===== src/rtl/riscv_pkg.sv =====
// Shared types for the data-memory path: XLEN, access size codes, arbiter FSM states.
// DMEM_ARB_MISALIGN_CHECK_EN adds the ERR state and the misalignment helper's use.
package riscv_pkg;

    localparam int XLEN = 32;

    localparam logic [1:0] SIZE_BYTE = 2'b00;
    localparam logic [1:0] SIZE_HALF = 2'b01;
    localparam logic [1:0] SIZE_WORD = 2'b10;

`ifdef DMEM_ARB_MISALIGN_CHECK_EN
    typedef enum logic [1:0] {
        ST_IDLE   = 2'd0,
        ST_ACCESS = 2'd1,
        ST_RESP   = 2'd2,
        ST_ERR    = 2'd3
    } dmem_state_e;
`else
    typedef enum logic [1:0] {
        ST_IDLE   = 2'd0,
        ST_ACCESS = 2'd1,
        ST_RESP   = 2'd2
    } dmem_state_e;
`endif

    typedef struct packed {
        logic            we;
        logic [XLEN-1:0] addr;
        logic [XLEN-1:0] wdata;
        logic [1:0]      size;
        logic            sign_ext;
    } dmem_cmd_t;

    // Size code 11 is reserved and always treated as a bad access.
    function automatic logic is_misaligned(input logic [1:0] size, input logic [1:0] addr_lsb);
        return ((size == SIZE_WORD) && (addr_lsb != 2'b00)) ||
               ((size == SIZE_HALF) && addr_lsb[0]) ||
               (size == 2'b11);
    endfunction

endpackage


===== src/rtl/dmem_rr_arbiter.sv =====
// Two-way request arbiter: fixed priority (port 0) or round-robin on contention.
// The last-grant register moves only when a grant is actually issued.
module dmem_rr_arbiter #(
    parameter bit RR_EN = 1'b1
) (
    input  logic       clk_i,
    input  logic       rst_i,
    input  logic       en_i,
    input  logic [1:0] req_i,
    output logic [1:0] gnt_o,
    output logic       owner_o
);

    logic       r_last;
    logic [1:0] w_gnt;

    always_comb begin
        w_gnt = 2'b00;
        if (en_i) begin
            case (req_i)
                2'b01:   w_gnt = 2'b01;
                2'b10:   w_gnt = 2'b10;
                // r_last == 0 means port 0 was served last, so port 1 gets its turn.
                2'b11:   w_gnt = (RR_EN && !r_last) ? 2'b10 : 2'b01;
                default: w_gnt = 2'b00;
            endcase
        end
    end

    assign gnt_o   = w_gnt;
    assign owner_o = w_gnt[1];

    always_ff @(posedge clk_i or posedge rst_i) begin
        if (rst_i) begin
            r_last <= 1'b1;
        end else if (|w_gnt) begin
            r_last <= w_gnt[1];
        end
    end

endmodule


===== src/rtl/dmem_arbiter.sv =====
// Two-requester front end for data_memory: grant, one access cycle, one response cycle.
// DMEM_ARB_MISALIGN_CHECK_EN routes misaligned commands to an error response instead of memory.
module dmem_arbiter
    import riscv_pkg::*;
#(
    parameter bit RR_EN = 1'b1
) (
    input  logic                  clk_i,
    input  logic                  rst_i,
    input  logic [1:0]            req_i,
    input  logic [1:0]            we_i,
    input  logic [1:0][XLEN-1:0]  addr_i,
    input  logic [1:0][XLEN-1:0]  wdata_i,
    input  logic [1:0][1:0]       size_i,
    input  logic [1:0]            sign_ext_i,
    output logic [1:0]            gnt_o,
    output logic [1:0]            rsp_valid_o,
    output logic [XLEN-1:0]       rdata_o,
    output logic                  err_o,
    output logic                  mem_write_en_o,
    output logic [XLEN-1:0]       mem_addr_o,
    output logic [XLEN-1:0]       mem_wdata_o,
    output logic [1:0]            mem_size_o,
    output logic                  mem_sign_ext_o,
    input  logic [XLEN-1:0]       mem_rdata_i
);

    dmem_state_e     r_state;
    dmem_cmd_t       r_cmd;
    logic            r_owner;
    logic [XLEN-1:0] r_rdata;
    logic [1:0]      r_rsp_valid;
    logic            r_err;

    logic [1:0]      w_gnt;
    logic            w_owner;
    logic            w_arb_en;
    logic            w_misalign;

    // Reset is folded in so no grant can leak out while rst_i is high.
    assign w_arb_en = (r_state == ST_IDLE) && !rst_i;

    dmem_rr_arbiter #(
        .RR_EN (RR_EN)
    ) u_arb (
        .clk_i   (clk_i),
        .rst_i   (rst_i),
        .en_i    (w_arb_en),
        .req_i   (req_i),
        .gnt_o   (w_gnt),
        .owner_o (w_owner)
    );

`ifdef DMEM_ARB_MISALIGN_CHECK_EN
    assign w_misalign = is_misaligned(r_cmd.size, r_cmd.addr[1:0]);
`else
    assign w_misalign = 1'b0;
`endif

    always_ff @(posedge clk_i or posedge rst_i) begin
        if (rst_i) begin
            r_state     <= ST_IDLE;
            r_cmd       <= '0;
            r_owner     <= 1'b0;
            r_rdata     <= '0;
            r_rsp_valid <= 2'b00;
            r_err       <= 1'b0;
        end else begin
            r_rsp_valid <= 2'b00;
            r_err       <= 1'b0;
            case (r_state)
                ST_IDLE: begin
                    if (|w_gnt) begin
                        r_cmd   <= '{we:       we_i[w_owner],
                                     addr:     addr_i[w_owner],
                                     wdata:    wdata_i[w_owner],
                                     size:     size_i[w_owner],
                                     sign_ext: sign_ext_i[w_owner]};
                        r_owner <= w_owner;
                        r_state <= ST_ACCESS;
                    end
                end
                ST_ACCESS: begin
                    // Stores and rejected accesses report zero data.
                    r_rdata     <= (r_cmd.we || w_misalign) ? '0 : mem_rdata_i;
                    r_rsp_valid <= r_owner ? 2'b10 : 2'b01;
                    r_err       <= w_misalign;
`ifdef DMEM_ARB_MISALIGN_CHECK_EN
                    r_state     <= w_misalign ? ST_ERR : ST_RESP;
`else
                    r_state     <= ST_RESP;
`endif
                end
                ST_RESP: begin
                    r_state <= ST_IDLE;
                end
                default: begin
                    r_state <= ST_IDLE;
                end
            endcase
        end
    end

    assign gnt_o          = w_gnt;
    assign rsp_valid_o    = r_rsp_valid;
    assign rdata_o        = r_rdata;
    assign err_o          = r_err;
    assign mem_write_en_o = (r_state == ST_ACCESS) && r_cmd.we && !w_misalign;
    assign mem_addr_o     = r_cmd.addr;
    assign mem_wdata_o    = r_cmd.wdata;
    assign mem_size_o     = r_cmd.size;
    assign mem_sign_ext_o = r_cmd.sign_ext;

endmodule


===== config.mk =====
export PLATFORM = sky130hd
export DESIGN_NAME = dmem_arbiter
export DESIGN_NICKNAME = d
export VERILOG_FILES = /design/src/rtl/riscv_pkg.sv /design/src/rtl/dmem_rr_arbiter.sv /design/src/rtl/dmem_arbiter.sv
export SDC_FILE = /design/constraint.sdc
export NUM_CORES = 1
export LEC_CHECK = 0
export CORE_AREA = 5 5 103 105
export CTS_CLUSTER_DIAMETER = 60
export DETAILED_ROUTE_END_ITERATION = 16
export DIE_AREA = 0 0 108 110
export DONT_BUFFER_PORTS = 1
export GPL_TIMING_DRIVEN = 1
export PLACE_DENSITY = 0.72
export SYNTH_ARGS = -nofsm -noshare
export SYNTH_HDL_FRONTEND = slang
export SYNTH_SLANG_ARGS = --single-unit

===== constraint.sdc =====
create_clock -name clk_i -period 9 [get_ports clk_i]
set_clock_uncertainty 0.15 [all_clocks]
set_input_delay 0.45 -clock clk_i [delete_from_list [all_inputs] [get_ports clk_i]]
set_output_delay 0.45 -clock clk_i [all_outputs]
set_load 0.02 [all_outputs]

==> results.md <==
- Cell area after synthesis: between 5000 and 6000 µm²
- Slowest cell on crit path: or3_2
- Port bufs: 0
- Final WL: 13,800 µm
- Global-route wire length before repair: 21,300 µm
- Final instance area: 5050 µm²
- Root Driver: clkbuf_8
- CP Launch Point: r_state[0]
- Hold WC Path Type: in -> reg
- DR vias: just over 4,000
- Count leader, synth: dfrtp_1
- Result of the run: completed
- GRT Total Usage: 0.225
- Post-synth EDFFs: 0
- Num Clock Sinks: about 110
- Yosys warning count: 0
- Setup CP Type: reg -> out
- Worst setup endpoint: gnt_o[1]
- Critical Path Start Type: flip-flop
- Core area: between 9000 and 10,000 µm²
- Post-CTS sizing: 0
- Vias in the first global route: between 4,000 and 5,000
- Worst Path Arrival: 2.35 ns
- Final Hold Vio Count: 0
- Cts bufs inserted: 9
- # setup viols final: 0
- Clock buffer depth: 2
- Crit path max fanout: 69
- Vias per cell: 6.29
- Cell taking the most area after synthesis: dfrtp_1
- Reg clk slew, reported paths: 0.10 ns
- Ys async rst share: 1.00
- R2R cell count: 4
- Post-Syn Instances: between 600 and 700
- Actual slew at the worst max-slew pin: approximately 1.1 ns
- CTS tree: yes
- DR iter-0 viols: about 440
- MaxCap Viol Count: 0
- CP Data Required Time: about 8.4 ns
- Seq/Total Area, Yosys: 0.490
- Syn Nets: around 800
- Reg2reg end: mem_wdata_o[16]
- I/O pins: roughly 280
- R2R Setup Slk: about 6.5 ns
- Top area cells in the synthesized netlist: dfrtp_1 48%, buf_4 9.7%, o21ai_0 8.3%
- Avg Inst Size Synth: roughly 8.7 µm²
- Slew HR: 0.235
- Max-slew violations: 0
- Top_reg_cell synth: dfrtp_1
- Leakage: 1.93 nW
- Fmax achieved: about 340 MHz
- Wirelength per Cell: approximately 21 µm
- Max VDD drop: between 100 and 150 µV
- R2R Path Start: r_state[0]
- Sum of negative setup slack: 0 ns
- ANT cells: 0
- Largest net degree at the start of global routing: 76
- Largest stage delay on the critical path: between 0.9 and 1 ns
- Die span in x: 108 µm
- Fin nets: just under 700
- H-tree depth: 3
- Synth top cells by count: 105 x dfrtp_1, 90 x o21ai_0, 70 x buf_4
- Placed cell areas: 4850 µm²
- Die area: around 12,000 µm²
- Filler cell count: 893
- P&R area growth vs syn: -6.70%
- Top cell type's share of synthesized area: 0.485
- DRC: 0
- Routed Antenna Nets: 0
- Initial core utilization: 0.567
- CP Cell Sequence: or3_2, nor2_1
- Initial antenna violation count: 0
- Count of cell types in the netlist: 25
- TritonRoute pass-1 iters: 7
- FP Rows: 36
- Die height: around 110 µm
- Unrepaired setup endpoints after global routing: no
- DP HPWL: 9380 µm
- Synthesized flop and latch total: around 110
- Gpl congestion: ~0.77
- Pwr per Cell Area: between 200 and 300 nW/µm²
- Clk_lat worst skew: around 0.35 ns
- Final Critical Period: around 3 ns
- CP endpoint kind: output port
- Ratio of cells with drive above 1 in the final layout: 0.0581
- Period utilisation layout: 0.328
- Grt total ovfl: 0
-- registers in the layout (all words and copies together), names as in the netlist --
name            cells
r_cmd               1
mem_wdata_o        32
rsp_valid_o         2
r_state             2
mem_sign_ext_o      1
mem_addr_o         32
r_owner             1
rdata_o            32
mem_size_o          2
u_arb.r_last        1
-- routing by layer --
layer,vias up,global-route usage,share of wire
li1,1902,-,-
met3,22,0.0798,0.10
met5,-,0,0
met4,0,0.0649,0.019
met1,1939,0.280,0.37
met2,219,0.371,0.50
-- logic make-up after synthesis --
group | after synthesis | share of synthesized area
AO/OA/AOI/OAI | 240 | 0.240
buffers and inverters | 135 | 0.150
flip-flops | 106 | 0.490
other | 1 | 0.000692
AND/OR/NAND/NOR | 143 | 0.119
-- placed cells by master (no fill, tap or decap) --
cell type,instances
a21bo_2,1
a21boi_4,1
a21o_1,2
a21oi_1,68
a31oi_1,68
and2_1,1
and2_4,1
buf_4,5
bufinv_16,1
clkbuf_8,9
clkinv_2,2
clkinv_4,1
conb_1,1
dfrtp_1,105
dfstp_2,1
dlygate4sd3_1,1
inv_1,3
inv_4,1
inv_6,3
nand2_1,64
nand2b_1,1
nand2b_2,1
nand3_1,69
nor2_1,3
nor3_4,1
o21ai_0,90
o21ai_1,10
or2_2,1
or3_2,1
-- layout make-up --
cell class | count | area, µm² | area share
Tap cell | 133 | 166 | 0.0329
Inverter | 4 | 17.5 | 0.00347
Multi-Input combinational cell | 384 | 1970 | 0.390
Timing Repair Buffer | 6 | 47.5 | 0.00941
Clock buffer | 9 | 124 | 0.0245
Clock inverter | 7 | 75.1 | 0.0149
Sequential cell | 106 | 2650 | 0.525
-- critical path: cells and delay by family (launching register included) --
family | cells | cell delay (ns)
flip-flops | 1 | 0.43
AND/OR/NAND/NOR | 2 | 1.53
-- worst min path at each step --
stage,start,cells after the start,to,slack [ns]
after floorplan,r_owner,1,rsp_valid_o[0],0.27
after global placement,rst_i,1,r_state[0],0.22
after detailed placement,rst_i,1,rsp_valid_o[1],0.22
after CTS,mem_rdata_i[14],2,rdata_o[14],0.06
after global routing,mem_rdata_i[15],2,rdata_o[15],0.06
final,mem_rdata_i[11],2,rdata_o[11],0.08
-- stage by stage --
| step | cells | utilization | hold slack (ns) | power [mW] | setup slack [ns] |
|---|---|---|---|---|---|
| after floorplan | 625 | - | 0.268 | 1.14 | 5.61 |
| after global placement | 632 | 0.507 | 0.218 | 1.09 | 6.46 |
| after detailed placement | 632 | 0.507 | 0.222 | 1.11 | 6.43 |
| after CTS | 649 | 0.529 | 0.0583 | 1.40 | 6.03 |
| after global routing | 649 | 0.529 | 0.0558 | 1.47 | 5.91 |
| final | 649 | 0.529 | 0.0777 | 1.39 | 6.05 |
-- power breakdown --
group | total, mW | switching, mW | internal [mW]
registers | 0.848 | 0.250 | 0.598
logic | 0.245 | 0.164 | 0.0814
clock network | 0.294 | 0.162 | 0.131
total | 1.39 | 0.576 | 0.811
-- repair_timing --
action                                 in CTS  in global routing
hold buffers                                1                  0
endpoints found under the hold margin      35                  0
setup buffers                               0                  0
(Power assumes the default switching activity.)
